### src/rtl/apb3_regfile_slave.sv
// APB3 slave exposing NUM_REGS read/write data registers and a sticky, maskable
// interrupt block. PREADY inserts WAIT_STATES wait cycles; PSLVERR flags bad addresses.
module apb3_regfile_slave #(
    parameter int                ADDR_W      = 32,
    parameter int                DATA_W      = 32,
    parameter int                NUM_REGS    = 8,
    parameter int                NUM_IRQ     = 4,
    parameter int                WAIT_STATES = 0,
    parameter logic [ADDR_W-1:0] BASE_ADDR   = '0
) (
    input  logic                       pclk,
    input  logic                       presetn,
    input  logic [ADDR_W-1:0]          paddr,
    input  logic [DATA_W-1:0]          pwdata,
    input  logic                       pwrite,
    input  logic                       psel,
    input  logic                       penable,
    output logic [DATA_W-1:0]          prdata,
    output logic                       pready,
    output logic                       pslverr,
    input  logic [NUM_IRQ-1:0]         irq_src,
    output logic [NUM_REGS*DATA_W-1:0] reg_out,
    output logic                       irq_out
);

    typedef enum logic {IDLE, ACCESS} state_t;

    localparam logic [3:0] WAIT_CNT = 4'(WAIT_STATES);

    state_t              state, state_d;
    logic [3:0]          wcnt, wcnt_d;
    logic                pready_d, pslverr_d;
    logic [DATA_W-1:0]   prdata_d;
    logic [ADDR_W-1:0]   addr_q;
    logic                write_q;
    logic [DATA_W-1:0]   wdata_q;
    logic [DATA_W-1:0]   regs [NUM_REGS];
    logic [NUM_IRQ-1:0]  irq_stat, irq_en, src_q, irq_set, irq_clr;

    logic                setup, commit, wr_en;
    logic [ADDR_W-1:0]   acc_addr, off;
    logic                acc_write, acc_err;
    logic [DATA_W-1:0]   rd_data;

    // Decode the live bus during setup so a zero-wait response is ready in the access cycle.
    assign setup     = (state == IDLE) && psel && !penable;
    assign acc_addr  = (state == IDLE) ? paddr  : addr_q;
    assign acc_write = (state == IDLE) ? pwrite : write_q;
    assign off       = (acc_addr - BASE_ADDR) >> 2;
    assign acc_err   = (acc_addr < BASE_ADDR) || (acc_addr[1:0] != 2'b00) ||
                       (off > ADDR_W'(NUM_REGS + 1));

    always_comb begin
        rd_data = '0;
        for (int k = 0; k < NUM_REGS; k++) begin
            if (off == ADDR_W'(k)) rd_data = regs[k];
        end
        if (off == ADDR_W'(NUM_REGS))     rd_data[NUM_IRQ-1:0] = irq_stat;
        if (off == ADDR_W'(NUM_REGS + 1)) rd_data[NUM_IRQ-1:0] = irq_en;
        if (acc_err || acc_write)         rd_data = '0;
    end

    always_comb begin
        // NOTE: every output of this block gets a default first, so no path can infer a latch.
        state_d   = state;
        wcnt_d    = wcnt;
        pready_d  = pready;
        prdata_d  = prdata;
        pslverr_d = pslverr;
        commit    = 1'b0;
        case (state)
            IDLE: begin
                pready_d  = 1'b0;
                prdata_d  = '0;
                pslverr_d = 1'b0;
                wcnt_d    = '0;
                if (setup) begin
                    state_d = ACCESS;
                    wcnt_d  = WAIT_CNT;
                    if (WAIT_STATES == 0) begin
                        pready_d  = 1'b1;
                        prdata_d  = rd_data;
                        pslverr_d = acc_err;
                    end
                end
            end
            ACCESS: begin
                if (!psel || (penable && pready)) begin
                    commit    = psel;
                    state_d   = IDLE;
                    wcnt_d    = '0;
                    pready_d  = 1'b0;
                    prdata_d  = '0;
                    pslverr_d = 1'b0;
                end else if (wcnt != 4'd0) begin
                    wcnt_d = wcnt - 4'd1;
                    if (wcnt == 4'd1) begin
                        pready_d  = 1'b1;
                        prdata_d  = rd_data;
                        pslverr_d = acc_err;
                    end
                end
            end
            default: state_d = IDLE;
        endcase
    end

    // NOTE: sequential state uses non-blocking assignments so every flop samples pre-edge values.
    always_ff @(posedge pclk or negedge presetn) begin
        if (!presetn) begin
            state   <= IDLE;
            wcnt    <= '0;
            pready  <= 1'b0;
            prdata  <= '0;
            pslverr <= 1'b0;
            addr_q  <= '0;
            write_q <= 1'b0;
            wdata_q <= '0;
        end else begin
            state   <= state_d;
            wcnt    <= wcnt_d;
            pready  <= pready_d;
            prdata  <= prdata_d;
            pslverr <= pslverr_d;
            if (setup) begin
                addr_q  <= paddr;
                write_q <= pwrite;
                wdata_q <= pwdata;
            end
        end
    end

    assign wr_en   = commit && write_q && !acc_err;
    assign irq_set = irq_src & ~src_q;
    assign irq_clr = (wr_en && off == ADDR_W'(NUM_REGS)) ? wdata_q[NUM_IRQ-1:0] : '0;

    // NOTE: the register array is reset element by element; software relies on a known zero state.
    always_ff @(posedge pclk or negedge presetn) begin
        if (!presetn) begin
            for (int k = 0; k < NUM_REGS; k++) regs[k] <= '0;
            irq_stat <= '0;
            irq_en   <= '0;
            src_q    <= '0;
        end else begin
            for (int k = 0; k < NUM_REGS; k++) begin
                if (wr_en && off == ADDR_W'(k)) regs[k] <= wdata_q;
            end
            // A new edge outranks a simultaneous write-1-to-clear.
            irq_stat <= (irq_stat & ~irq_clr) | irq_set;
            src_q    <= irq_src;
            if (wr_en && off == ADDR_W'(NUM_REGS + 1)) irq_en <= wdata_q[NUM_IRQ-1:0];
        end
    end

    for (genvar g = 0; g < NUM_REGS; g++) begin : g_reg_out
        assign reg_out[g*DATA_W +: DATA_W] = regs[g];
    end

    assign irq_out = |(irq_stat & irq_en);

endmodule

### config.mk
export PLATFORM = sky130hd
export DESIGN_NAME = apb3_regfile_slave
export DESIGN_NICKNAME = d
export VERILOG_FILES = /design/src/rtl/apb3_regfile_slave.sv
export SDC_FILE = /design/constraint.sdc
export NUM_CORES = 1
export LEC_CHECK = 0
export BUFFER_PORTS_ARGS = -buffer_cell sky130_fd_sc_hd__buf_4
export CELL_PAD_IN_SITES_DETAIL_PLACEMENT = 2
export CELL_PAD_IN_SITES_GLOBAL_PLACEMENT = 2
export CORE_ASPECT_RATIO = 1.1
export CORE_UTILIZATION = 39
export DETAILED_ROUTE_END_ITERATION = 8
export GPL_TIMING_DRIVEN = 0
export MAX_ROUTING_LAYER = met4
export PLACE_DENSITY = 0.95
export SYNTH_ARGS = -nofsm -noshare
export SYNTH_HDL_FRONTEND = slang
export SYNTH_SLANG_ARGS = --single-unit
### constraint.sdc
create_clock -name pclk -period 4.23 [get_ports pclk]
set_clock_uncertainty 0.1 [all_clocks]
set_input_delay 0.423 -clock pclk [delete_from_list [all_inputs] [get_ports pclk]]
set_output_delay 0.423 -clock pclk [all_outputs]
set_load 0.1 [all_outputs]
==> impl_metrics.ini <==
[synthesis]
syn-cell-area_mm2 = 0.0162
yosysWarnings = 0
synth_top_area_share_pct = 57.4
flip_flop_and_latch_count_after_synthesis = 372
synthCells = 1218
yosys.cell_count.top_type = sky130_fd_sc_hd__dfrtp_1
synth_edf_count = 0
synth_area_leaders = sky130_fd_sc_hd__dfrtp_1 57%, sky130_fd_sc_hd__mux2_2 16%, sky130_fd_sc_hd__mux2_1 6.4%
portion_of_the_post_synthesis_area_used_by_sequential_elements_pct = 57.4
async_reset_ff_share_pct = 100
synth.top_cells.by_count = 372 x sky130_fd_sc_hd__dfrtp_1, 231 x sky130_fd_sc_hd__mux2_2, 92 x sky130_fd_sc_hd__mux2_1
postSynth.topFlopCell = sky130_fd_sc_hd__dfrtp_1
syn_nets = 1293
synth.distinct_cells = 56
yosysTopAreaCell = sky130_fd_sc_hd__dfrtp_1
postSynthAreaPerCell_um2 = 13.3

[layout]
ff_latch_area_mm2 = 0.00931
final_layout_size_suffix_gt1_share_pct = 42.2
syn2layout_area_growth_pct = 34.2
finish.utilization_pct = 53.6
layout.nets = 1758
nFillCells = 3781
diodes = 0
multi_input_area_mm2 = 0.00640
filler_free_cell_count_of_the_finished_design = 2265
final_design_area_no_fill_mm2 = 0.0217

[sta]
slew_viol_final = 0
period_share_pct = 98.3
fin_tns_setup_ns = 0
timing_worst_slew_pin_value_ns = 1.29
min_period_ns = 4.16
timing.hold.ws_ns = 0.0111
timing_hold_violations_final = 0
worst_slack_ns = 0.0728
slew-limit-headroom_pct = 13.3
fmaxAchievable_mhz = 241
setup_violations = 0

[floorplanning]
core_region_area_mm2 = 0.0406
initial_utilization_pct = 40.0
placementRows = 77
die_y_um = 216
die_x_um = 196
floorplan.io_pins = 364
die_area_mm2 = 0.0424

[critical_path]
crit_required_ns = 4.57
start_kind = primary input
ff_to_ff_start = state
timing.critical_path.arrival_ns = 4.50
timing.critical_path.fanout_max = 10
timing.rr.end = reg_out[210]
r2r_setup_slack_ns = 0.09
worst-setup-path-type = in2reg
nature_of_the_critical_path_endpoint = flip-flop
rr_worst_depth = 8

[detailed_routing]
dr.pass1.iters = 8
detail_route.wirelength_um = 76600
avgRoutedWirePerCell_um = 33.8
num_vias = 13600
drt_iter0_drc = 959
vias_per_cell = 5.99
postRouteAntennaNets = 0
detail_route.drc_violations = 0

[run_status]
run_status = completed

[placed_design]
detailedPlacementHpwl_um = 50100
dpl-instance-area_mm2 = 0.0198
io_buffers = 363
pre_cts_slack_ns = 0.134
place_congestion = 0.850
placed_cells_incl_taps = 2139

[power]
seq_power_share_pct = 46.0
power_per_cell_area_mw_per_mm2 = 393
fin_total_pwr_mw = 8.56
power.switching_mw = 2.23
clockPowerShare_pct = 46.4
combinationalPowerShare_pct = 7.6
internal-power_mw = 6.32
power.switching_fraction_pct = 26.1
worst_vdd_rail_ir_drop_v = 0.000325
p_leak_nw = 10.6

[global_routing]
grt_usage_pct = 37.3
grt_start_max_net_pins = 115
grt_overflow = 0
first_global_vias = 15500
antenna_found_initial = 1
grt_pass1_wl_um = 111000

[min_path]
timing.hold.worst.start = paddr[15]
timing.hold.worst.class = in2reg
hold-path-endpoint = addr_q[15]
worstHoldPathCells = 2

[cts]
clock_tree.htree_level_count = 2
cts_sink_cnt = 372
path_clk_slew_ns = 0.06
clockRootBuffer = sky130_fd_sc_hd__clkbuf_16
clk_path_buf_depth = 3
cts_inserted_buffers = 44
cts_tree = yes
clk_latency_ns = 0.58

[run]
drv_cap = 0
## flip-flops by register name, summed over array words and instances (netlist names)
| register | cells |
|---|---|
| reg_out | 256 |
| state | 1 |
| prdata | 32 |
| write_q | 1 |
| wcnt | 4 |
| wdata_q | 32 |
| addr_q | 32 |
| pready | 1 |
| pslverr | 1 |
| src_q | 4 |
| irq_stat | 4 |
| irq_en | 4 |
## worst max-delay path by stage
stage	start	slack [ns]	to
after floorplan	state	1.54	reg_out[13]
after global placement	presetn	-0.97	wdata_q[26]
after detailed placement	paddr[25]	0.13	reg_out[49]
after CTS	paddr[25]	0.08	prdata[18]
after global routing	state	-0.02	reg_out[199]
final	paddr[18]	0.07	reg_out[210]
## cell usage in the layout (no fill, tap or decap), types with 4 or more instances in the layout
master,count
sky130_fd_sc_hd__clkbuf_1,52
sky130_fd_sc_hd__mux2_2,231
sky130_fd_sc_hd__o21ai_0,62
sky130_fd_sc_hd__clkbuf_16,46
sky130_fd_sc_hd__nand2_1,58
sky130_fd_sc_hd__buf_4,378
sky130_fd_sc_hd__inv_1,32
sky130_fd_sc_hd__a222oi_1,30
sky130_fd_sc_hd__a21oi_1,10
sky130_fd_sc_hd__a22oi_1,26
sky130_fd_sc_hd__a32oi_1,14
sky130_fd_sc_hd__nor2_1,31
sky130_fd_sc_hd__clkbuf_8,15
sky130_fd_sc_hd__buf_2,18
sky130_fd_sc_hd__dfrtp_1,372
sky130_fd_sc_hd__dlygate4sd3_1,47
sky130_fd_sc_hd__and3_1,4
sky130_fd_sc_hd__and4b_1,5
sky130_fd_sc_hd__nand3_1,15
sky130_fd_sc_hd__a22o_1,4
sky130_fd_sc_hd__a221oi_1,28
sky130_fd_sc_hd__o31ai_1,4
sky130_fd_sc_hd__buf_6,4
sky130_fd_sc_hd__o211ai_1,41
sky130_fd_sc_hd__mux2_1,92
sky130_fd_sc_hd__nand2b_1,15
sky130_fd_sc_hd__nor3_1,6
sky130_fd_sc_hd__nor4_1,6
sky130_fd_sc_hd__a221o_1,4
sky130_fd_sc_hd__o2bb2ai_1,4
## what timing repair did
action / CTS / global route
hold endpoints to repair: 119 / 0
buffers inserted: 0 / 4
hold buffers: 47 / 0
setup endpoints to repair: 0 / 37
resized for setup: 0 / 5
## worst max-delay path, stage by stage
cell,delay (ns)
sky130_fd_sc_hd__dlygate4sd3_1,0.55
sky130_fd_sc_hd__buf_4,0.15
sky130_fd_sc_hd__nor4_1,0.29
sky130_fd_sc_hd__nand3_1,0.30
sky130_fd_sc_hd__a22oi_1,0.67
sky130_fd_sc_hd__nand4_1,0.42
sky130_fd_sc_hd__nor2_1,0.78
sky130_fd_sc_hd__buf_2,0.50
sky130_fd_sc_hd__mux2_2,0.40
## routing by layer
layer  vias to the layer above  global-route usage (%)  wire length, um
met5                         -                       -                0
met4                         0                    19.1             4020
met3                       226                    7.89             4990
met2                       655                    63.8            39500
met1                      7192                    40.7            28100
li1                       5490                       -                -
## power groups by stage
stage | logic [mW] | clock network (mW) | registers, mW
3_5_place_dp | 0.596 | 0 | 3.98
4_1_cts | 0.642 | 3.99 | 3.92
3_3_place_gp | 0.541 | 0 | 3.95
6_report | 0.652 | 3.97 | 3.94
2_1_floorplan | 0.280 | 0 | 3.91
5_1_grt | 0.686 | 4.13 | 3.95
## area by class of cell
class                      instances  area share, %
tap                              553           3.18
clock buffer                      68           6.36
multi-input combinational        734           29.4
sequential                       372           42.8
clock inverter                     7          0.460
inverter                          32          0.552
timing repair buffer             419           15.4
buffer                            80           1.85
## kinds of logic after synthesis
logic type / after synthesis / synth area share, %
AO/OA/AOI/OAI: 236 / 10.7
XOR/XNOR: 1 / 0.0541
adder cells (fa/ha/maj): 2 / 0.154
buffers and inverters: 112 / 3.17
flip-flops: 372 / 57.4
multiplexers: 325 / 22.6
AND/OR/NAND/NOR: 170 / 5.80
(Power assumes the default switching activity.)
